<file path="src/rtl/gpp_seq_pkg.sv">
// Shared types for the register-operation sequencer: opcodes, FSM states and
// the default wait-state limit used when REG_OP_TIMEOUT_EN is defined.
package gpp_seq_pkg;

    typedef enum logic [2:0] {
        OP_NOP = 3'd0,
        OP_LDR = 3'd1,
        OP_LDA = 3'd2,
        OP_ALU = 3'd3,
        OP_RDR = 3'd4
    } op_e;

    typedef enum logic [3:0] {
        ST_IDLE      = 4'd0,
        ST_WR_REG    = 4'd1,
        ST_MEM_WAIT  = 4'd2,
        ST_ACC_WR    = 4'd3,
        ST_ALU_START = 4'd4,
        ST_ALU_WAIT  = 4'd5,
        ST_ALU_SAVE  = 4'd6,
        ST_RD_OUT    = 4'd7,
        ST_ERR       = 4'd8
    } state_e;

    localparam int unsigned TIMEOUT_CYCLES_DEFAULT = 255;

endpackage

</file>
<file path="src/rtl/reg_op_sequencer_timeout.sv">
// Wait-state watchdog for the sequencer; only instantiated when REG_OP_TIMEOUT_EN is defined.
module op_timeout_counter #(
    parameter logic [7:0] LIMIT = 8'd255
) (
    input  logic clk,
    input  logic rst,
    input  logic clear,
    input  logic enable,
    output logic expired
);

    logic [7:0] count;

    // count holds the number of wait cycles already spent, so the current cycle is count+1
    always_ff @(posedge clk or negedge rst) begin
        if (!rst) begin
            count <= 8'd0;
        end else if (clear) begin
            count <= 8'd0;
        end else if (enable && !expired) begin
            count <= count + 8'd1;
        end
    end

    assign expired = enable && (count == (LIMIT - 8'd1));

endmodule

</file>
<file path="src/rtl/reg_op_sequencer.sv">
// Register-operation sequencer: turns NOP/LDR/LDA/ALU/RDR commands into register-file strobes.
// Define REG_OP_TIMEOUT_EN to bound the memory and ALU wait states by TIMEOUT_CYCLES.
module reg_op_sequencer
    import gpp_seq_pkg::*;
#(
    parameter int unsigned TIMEOUT_CYCLES = TIMEOUT_CYCLES_DEFAULT
) (
    input  logic       clk,
    input  logic       rst,
    input  logic       cmd_valid,
    output logic       cmd_ready,
    input  logic [2:0] cmd_op,
    input  logic       cmd_sel,
    output logic       mem_rd_req,
    input  logic       mem_rd_ack,
    output logic       alu_start,
    input  logic       alu_done,
    output logic       reg_write_x,
    output logic       reg_write_y,
    output logic       reg_write_accumulator,
    output logic       reg_read_x,
    output logic       reg_read_y,
    output logic       signal_save_after_alu,
    output logic       busy,
    output logic       done,
    output logic       err
);

    localparam logic [3:0] IDLE      = ST_IDLE;
    localparam logic [3:0] WR_REG    = ST_WR_REG;
    localparam logic [3:0] MEM_WAIT  = ST_MEM_WAIT;
    localparam logic [3:0] ACC_WR    = ST_ACC_WR;
    localparam logic [3:0] ALU_START = ST_ALU_START;
    localparam logic [3:0] ALU_WAIT  = ST_ALU_WAIT;
    localparam logic [3:0] ALU_SAVE  = ST_ALU_SAVE;
    localparam logic [3:0] RD_OUT    = ST_RD_OUT;
    localparam logic [3:0] ERR       = ST_ERR;

    logic [3:0] state;
    logic [3:0] state_next;
    logic       op_sel;
    logic       nop_done;
    logic       accept;
    logic       timeout;
    logic       reading;

    assign accept = cmd_valid && cmd_ready;

`ifdef REG_OP_TIMEOUT_EN
    logic waiting;

    assign waiting = (state == MEM_WAIT) || (state == ALU_WAIT);

    op_timeout_counter #(
        .LIMIT(8'(TIMEOUT_CYCLES))
    ) u_timeout (
        .clk    (clk),
        .rst    (rst),
        .clear  (!waiting),
        .enable (waiting),
        .expired(timeout)
    );
`else
    logic unused_timeout_cfg;

    assign unused_timeout_cfg = ^8'(TIMEOUT_CYCLES);
    assign timeout            = 1'b0;
`endif

    // an acknowledge arriving in the last allowed wait cycle still wins over the timeout
    always_comb begin
        state_next = state;
        case (state)
            IDLE: begin
                if (accept) begin
                    case (cmd_op)
                        OP_NOP:  state_next = IDLE;
                        OP_LDR:  state_next = WR_REG;
                        OP_LDA:  state_next = MEM_WAIT;
                        OP_ALU:  state_next = ALU_START;
                        OP_RDR:  state_next = RD_OUT;
                        default: state_next = ERR;
                    endcase
                end
            end
            MEM_WAIT: begin
                if (mem_rd_ack) begin
                    state_next = ACC_WR;
                end else if (timeout) begin
                    state_next = ERR;
                end
            end
            ALU_START: state_next = ALU_WAIT;
            ALU_WAIT: begin
                if (alu_done) begin
                    state_next = ALU_SAVE;
                end else if (timeout) begin
                    state_next = ERR;
                end
            end
            default: state_next = IDLE;
        endcase
    end

    always_ff @(posedge clk or negedge rst) begin
        if (!rst) begin
            state    <= IDLE;
            op_sel   <= 1'b0;
            nop_done <= 1'b0;
        end else begin
            state    <= state_next;
            nop_done <= accept && (cmd_op == OP_NOP);
            if (accept) begin
                op_sel <= cmd_sel;
            end
        end
    end

    // NOP never leaves IDLE, so its completion comes from a registered flag rather than a state
    assign cmd_ready = rst && (state == IDLE);
    assign busy      = (state != IDLE);
    assign done      = nop_done || (state == WR_REG) || (state == ACC_WR)
                    || (state == ALU_SAVE) || (state == RD_OUT);
    assign err       = (state == ERR);

    assign mem_rd_req            = (state == MEM_WAIT);
    assign alu_start             = (state == ALU_START);
    assign reg_write_x           = (state == WR_REG) && !op_sel;
    assign reg_write_y           = (state == WR_REG) && op_sel;
    assign reg_write_accumulator = (state == ACC_WR);
    assign signal_save_after_alu = (state == ALU_SAVE);

    assign reading    = (state == ALU_START) || (state == ALU_WAIT) || (state == RD_OUT);
    assign reg_read_x = reading && !op_sel;
    assign reg_read_y = reading && op_sel;

endmodule
</file>
<file path="config.mk">
export PLATFORM = sky130hd
export DESIGN_NAME = reg_op_sequencer
export DESIGN_NICKNAME = d
export VERILOG_FILES = /design/src/rtl/gpp_seq_pkg.sv /design/src/rtl/reg_op_sequencer_timeout.sv /design/src/rtl/reg_op_sequencer.sv
export SDC_FILE = /design/constraint.sdc
export NUM_CORES = 1
export LEC_CHECK = 0
export ABC_CLOCK_PERIOD_IN_PS = 1500
export BUFFER_PORTS_ARGS = -buffer_cell sky130_fd_sc_hd__buf_2
export CAP_MARGIN = 20
export CORE_AREA = 3 3 40 42
export DETAILED_ROUTE_END_ITERATION = 16
export DIE_AREA = 0 0 43 45
export PLACE_DENSITY = 0.71
export SLEW_MARGIN = 20
export SYNTH_ARGS = -nofsm -noshare
export SYNTH_HDL_FRONTEND = slang
export SYNTH_SLANG_ARGS = --single-unit
</file>
<file path="constraint.sdc">
create_clock -name clk -period 1.5 [get_ports clk]
set_input_delay 0.15 -clock clk [delete_from_list [all_inputs] [get_ports clk]]
set_output_delay 0.15 -clock clk [all_outputs]
set_load 0.005 [all_outputs]
</file>
==> results of run 1 <==
## per-stage QoR
| step | power (mW) | TNS [ns] |
|---|---|---|
| after floorplan | 0.876 | 0 |
| after global placement | 1.13 | 0 |
| after CTS | 1.43 | -0.108 |
| final | 1.56 | -0.0585 |
| after detailed placement | 1.14 | 0 |
| after global routing | 1.71 | -0.461 |
## cell usage after synthesis (all sizes together) (2+ instances only)
master / instances / area share [%]
nand2: 6 / 4.5
xnor2: 2 / 3.5
nor3b: 2 / 3.0
o21bai: 2 / 3.0
a21oi: 5 / 5.0
nor3: 4 / 4.0
buf: 3 / 4.8
inv: 3 / 2.3
dfrtp: 6 / 30
mux2i: 2 / 4.0
o21ai: 2 / 2.0
nor4: 2 / 5.5
nor2: 5 / 3.8
o22ai: 2 / 2.5
## logic make-up after synthesis
logic type      Yosys count  synth area share [%]
mux                       3                  7.03
xor+xnor                  2                  3.52
flops                     6                  30.1
buf+inv                   7                  7.79
simple gates             28                  35.4
compound gates           13                  16.1
## routing by layer
layer	part of all wire, %	vias to the layer above	track usage [%]
met5	0	-	0
met4	3.2	0	12.7
met3	7.0	5	3.59
met2	46	19	23.1
met1	44	237	18.4
li1	-	273	-
## cell type report
| class | count | area [µm²] | share of cell area (%) |
|---|---|---|---|
| Sequential cell | 6 | 153 | 20.1 |
| Multi-Input combinational cell | 46 | 357 | 46.9 |
| Tap cell | 15 | 18.8 | 2.47 |
| Clock buffer | 3 | 22.5 | 2.96 |
| Inverter | 3 | 11.3 | 1.48 |
| Timing Repair Buffer | 31 | 199 | 26.2 |
## sequential cells by signal, indices dropped and copies added (netlist names)
register	flops
nop_done	1
op_sel	1
state	4
## what timing repair did
action / 4_1_cts / 5_1_grt
resized for setup: 3 / 14
buffers inserted: 5 / 0
endpoints found under the setup margin: 9 / 13
pin swaps: 4 / 2
hold buffers: 1 / 0
hold endpoints to repair: 6 / 0
## critical path, cell delays in order (launching register included)
cell,delay (ns)
dfrtp_1,0.38
buf_6,0.12
nor4_4,0.32
buf_4,0.20
nand3_4,0.07
mux2_4,0.30
## report_power, final
part           internal [mW]  switching, mW
registers              0.232         0.0992
clock network         0.0905         0.0579
logic                  0.581          0.499
## path summary, 6_finish.rpt
check	start	endpoint	slack, ns	cells past startpoint
setup / recovery	state[3]	op_sel	-0.02	5
hold / removal	mem_rd_ack	state[1]	0.13	2
setup reg to reg	state[3]	op_sel	-0.02	5
hold reg to reg	op_sel	op_sel	0.62	1
max in group asynchronous	rst	state[2]	1.00	2
min in group asynchronous	rst	state[1]	0.29	2
==> key figures, run 1 <==
Routing
  • ANT nets after route: 0
  • Remaining DRCs: 0
  • Total Wirelength: 1.29 mm
  • Vias: 534
  • Initial drt markers: 6
  • Avg WL per Cell: 12.4 µm
  • TritonRoute pass-1 iters: 4
  • DR vias/cell: 5.13

Timing
  • Fmax: 658 MHz
  • Period minus WS final: 1.52 ns
  • RSZ-0062 raised after global routing: true
  • Final Cycle Share: 101%
  • Slew HR: 80.2%
  • Final setup fails: 5
  • Worst slew pin tran: 0.294 ns
  • Fin worst setup slack: -0.0202 ns
  • Clock Skew: 0.00235 ns
  • Final hold violations: 0
  • Hold_ws: 0.128 ns
  • Max Slew Vio Count: 0

Synthesis
  • Synth cell types: 30
  • Post-synthesis sequential area ratio: 30.2%
  • Register bit total from synthesis: 6
  • Syn Area/Cell: 8.44 µm²
  • Share of flip-flops with an asynchronous set or reset: 100%
  • Netlist Area Pre-Place: 498 µm²
  • Cells after Synth: 59
  • Post-synth EDFFs: 0
  • Yosys Warn Count: 0
  • Net Count, Synth: 68
  • Top FF cell, synth: dfrtp_1

Floorplan
  • Initial core utilization: 38.8%
  • Core Area: 0.00128 mm²
  • I/O Pins: 21
  • DIE WIDTH: 43 µm
  • Die ar.: 0.00194 mm²
  • Die H: 45 µm
  • Std cell rows: 13

Min path
  • Hold crit path type: primary input to flip-flop

Clock network
  • Clock latency on the worst-skew pair: 0.25 ns
  • CTS Buf Count: 3
  • Clk root buf: clkbuf_4
  • Clock slew at reported path FFs: 0.04 ns
  • Num Clock Sinks: 6
  • H-tree levels: 1
  • TritonCTS clock tree: done
  • Maximum root-to-sink buffer count: 2

Layout
  • Area Overhead vs Synth: 52.8%
  • N_diodes: 0
  • Post-route design area: 761 µm²
  • Post-layout util: 59.2%
  • # fillers: 124
  • Commonest non-fill, non-tap cell in the layout: buf_2
  • Layout cells sized above 1: 53.9%
  • Final instance count without filler cells: 104
  • Final #Nets: 100
  • Most frequent cells in the layout: buf_2, buf_4, nand2_1, a21oi_1

Status
  • Failing checks: setup timing
  • Run status: finished, violations left

Place
  • GP Congestion: 0.779
  • I/O Buffers: 20
  • Detailed Place HPWL: 946 µm
  • DP Area: 627 µm²
  • DP Worst Slack: 0.0308 ns
  • Placed Cells: 95

Flow run
  • Maxcap violations: 0

Global routing
  • Vias in the first global route: 499
  • Largest net degree at the start of global routing: 11
  • First-pass GRT wire length: 2.13 mm
  • Initial antenna violation count: 0
  • GRT Util Overall: 15.3%
  • GR Overflow Total: 0

Setup path
  • Type of origin of the critical path: flip-flop
  • Worst path arrival time: 1.65 ns
  • CP required: 1.63 ns
  • WS Path Type: flip-flop to flip-flop
  • Max FO, Critical Path: 4
  • CP Capture Type: flip-flop

Pwr
  • Max VDD drop: 0.842 mV
  • Leakage: 0.368 nW
  • Pwr dens: 2050 mW/mm²
Note: power is estimated with default switching activity, not from simulation.
==> run 2: changes to the inputs <==
--- a/config.mk
+++ b/config.mk
@@ -8,9 +8,9 @@
 export ABC_CLOCK_PERIOD_IN_PS = 1500
 export BUFFER_PORTS_ARGS = -buffer_cell sky130_fd_sc_hd__buf_2
 export CAP_MARGIN = 20
-export CORE_AREA = 3 3 40 42
+export CORE_AREA = 2 2 39 41
 export DETAILED_ROUTE_END_ITERATION = 16
-export DIE_AREA = 0 0 43 45
+export DIE_AREA = 0 0 41 43
 export PLACE_DENSITY = 0.71
 export SLEW_MARGIN = 20
 export SYNTH_ARGS = -nofsm -noshare
==> run 2 against run 1 <==
  * The run still ends with setup timing left
  * Worst hold slack gained 0.0074 ns
  * Global-route usage grew 2.7 points
  * Clock power is essentially flat
  * Sequential power grew 3%
  * Maximum frequency shrank 2.7%
  * Cell count grew 1.9%
==> key figures, run 2 (synthesis gave the netlist of run 1 again) <==
Layout
  • Largest register FFs: 4 (unchanged)
  • Post-layout util: 56.1% (-3.1 points)
  • Commonest non-fill, non-tap cell in the layout: buf_2
  • Post-route design area: 777 µm² (+2.1%)
  • Most frequent cells in the layout: buf_2, buf_4, nand2_1, a21oi_1
  • # fillers: 135 (+8.9%)
  • Final #Nets: 101 (+1.0%)
  • Biggest regs: state: 4 flops, nop_done: 1 flops, op_sel: 1 flops
  • Biggest register: state
  • N_diodes: 0 (unchanged)
  • Area Overhead vs Synth: 56.0%
  • Layout cells sized above 1: 56.7% (+2.7 points)

Timing
  • Period minus WS final: 1.56 ns (+0.0419 ns)
  • Final hold violations: 0 (unchanged)
  • Final Cycle Share: 104% (+2.8 points)
  • Worst slew pin tran: 0.272 ns (-0.0218 ns)
  • Final setup fails: 3 (-2)
  • Slew HR: 81.6% (+1.4 points)
  • Hold_ws: 0.136 ns (+0.00737 ns)
  • Clock Skew: 0.00385 ns (+0.00149 ns)
  • Fin worst setup slack: -0.0621 ns (-0.0419 ns)
  • RSZ-0062 raised after global routing: true
  • Fin Setup TNS: -0.0833 ns (-0.0248 ns)
  • Max Slew Vio Count: 0 (unchanged)
  • Fmax: 640 MHz (-2.7%)

Routing
  • TritonRoute pass-1 iters: 4 (unchanged)
  • Total Wirelength: 1.38 mm (+7.0%)
  • ANT nets after route: 0 (unchanged)
  • Initial drt markers: 16 (+10)
  • Remaining DRCs: 0 (unchanged)
  • DR vias/cell: 5.11 (-0.42%)
  • Vias: 542 (+1.5%)
  • Avg WL per Cell: 13.0 µm (+5.0%)

Place
  • I/O Buffers: 20 (unchanged)
  • DP Area: 636 µm² (+1.4%)
  • GP Congestion: 0.760 (-2.5%)
  • Detailed Place HPWL: 921 µm (-2.7%)

Floorplan
  • Die ar.: 0.00176 mm² (-8.9%)
  • Initial core utilization: 36.0% (-2.8 points)
  • I/O Pins: 21 (unchanged)
  • DIE WIDTH: 41 µm (-4.7%)
  • Std cell rows: 14 (+1)
  • Core Area: 0.00138 mm² (+7.7%)
  • Die H: 43 µm (-4.4%)

Setup path
  • Max FO, Critical Path: 5 (+1)
  • Worst path arrival time: 1.41 ns (-0.24 ns)
  • Buf+Inv Stages, Crit Path: 2 (unchanged)
  • Largest delay share family, worst path: simple AND/OR/NAND/NOR gates
  • Flop2flop setup slack: 0.03 ns (+0.05 ns)
  • WS Path Type: flip-flop to output port
  • Cells along the critical path: buf_6 > or2b_4 > nor3b_2 > buf_2
  • Crit-path max cell delay: 0.42 ns (+0.04 ns)
  • Highest-delay cell along the critical path: dfrtp_2
  • CP Capture Type: output port
  • Type of origin of the critical path: flip-flop
  • CP required: 1.35 ns (-0.28 ns)

Status
  • Run status: finished, violations left
  • Failing checks: setup timing

Clock network
  • H-tree levels: 1 (unchanged)
  • TritonCTS clock tree: done
  • Clk root buf: clkbuf_4
  • Num Clock Sinks: 6 (unchanged)
  • Clock slew at reported path FFs: 0.05 ns (about the same)
  • Clock latency on the worst-skew pair: 0.24 ns (about the same)
  • Maximum root-to-sink buffer count: 2 (unchanged)
  • CTS Buf Count: 3 (unchanged)

Pwr
  • Tot Pwr: 1.65 mW (+5.9%)
  • Leakage: 0.378 nW (+2.7%)
  • Max VDD drop: 0.830 mV (-1.4%)
  • Pwr dens: 2130 mW/mm² (+3.7%)

Global routing
  • First-pass GRT wire length: 2.05 mm (-3.9%)
  • Largest net degree at the start of global routing: 11 (unchanged)
  • Vias in the first global route: 468 (-6.2%)
  • GR Overflow Total: 0 (unchanged)
  • Initial antenna violation count: 0 (unchanged)
  • GRT Util Overall: 18.0% (+2.7 points)

Flow run
  • Maxcap violations: 0 (unchanged)

Min path
  • Hold crit path type: primary input to flip-flop
[run 2: changes by cell type in the layout (fill, tap and decap cells not counted), sizes merged]
cell | before | now
buf | 30 | 31
[run 2: metal layers]
| layer | wire [µm] | GRT usage, % | up-vias |
|---|---|---|---|
| met4 | 19 | 14.0 | 0 |
| met2 | 735 | 25.9 | 20 |
| met3 | 71 | 3.14 | 2 |
| li1 | - | - | 273 |
| met1 | 557 | 22.4 | 247 |
| met5 | 0 | 0 | - |
[run 2: path summary, 6_finish.rpt]
check,start,to,cells past startpoint
worst max-delay path,state[2],reg_read_y,4
worst min-delay path,mem_rd_ack,state[1],2
worst max register to register,state[2],op_sel,5
worst min register to register,state[0],state[0],2
max in group asynchronous,rst,state[2],2
min in group asynchronous,rst,state[3],2
[run 2: power by group]
part	leakage [nW]	internal (mW)	switching [mW]
clock	0.0138	0.0903	0.0561
combinational	0.289	0.637	0.526
sequential	0.0752	0.232	0.109
total	0.378	0.960	0.692
[run 2: what timing repair did]
item | 4_1_cts | 5_1_grt
pin swaps | 2 | 3
endpoints found under the setup margin | 8 | 12
hold buffers | 1 | 0
endpoints found under the hold margin | 6 | 0
buffers inserted | 3 | 2
cloned | 0 | 0
resized for setup | 8 | 12
[run 2: cell type report]
cell class	count	area [µm²]	share of cell area, %
Timing Repair Buffer	32	210	27.1
Clock buffer	3	22.5	2.90
Sequential cell	6	153	19.6
Multi-Input combinational cell	46	360	46.4
Inverter	3	11.3	1.45
Tap cell	16	20.0	2.58
[run 2: per-stage QoR]
step | std cells | setup WS (ns)
3_3_place_gp | 97 | 0.113
2_1_floorplan | 59 | 0.0792
4_1_cts | 104 | -0.0218
6_report | 106 | -0.0621
3_5_place_dp | 97 | 0.0815
5_1_grt | 106 | -0.125
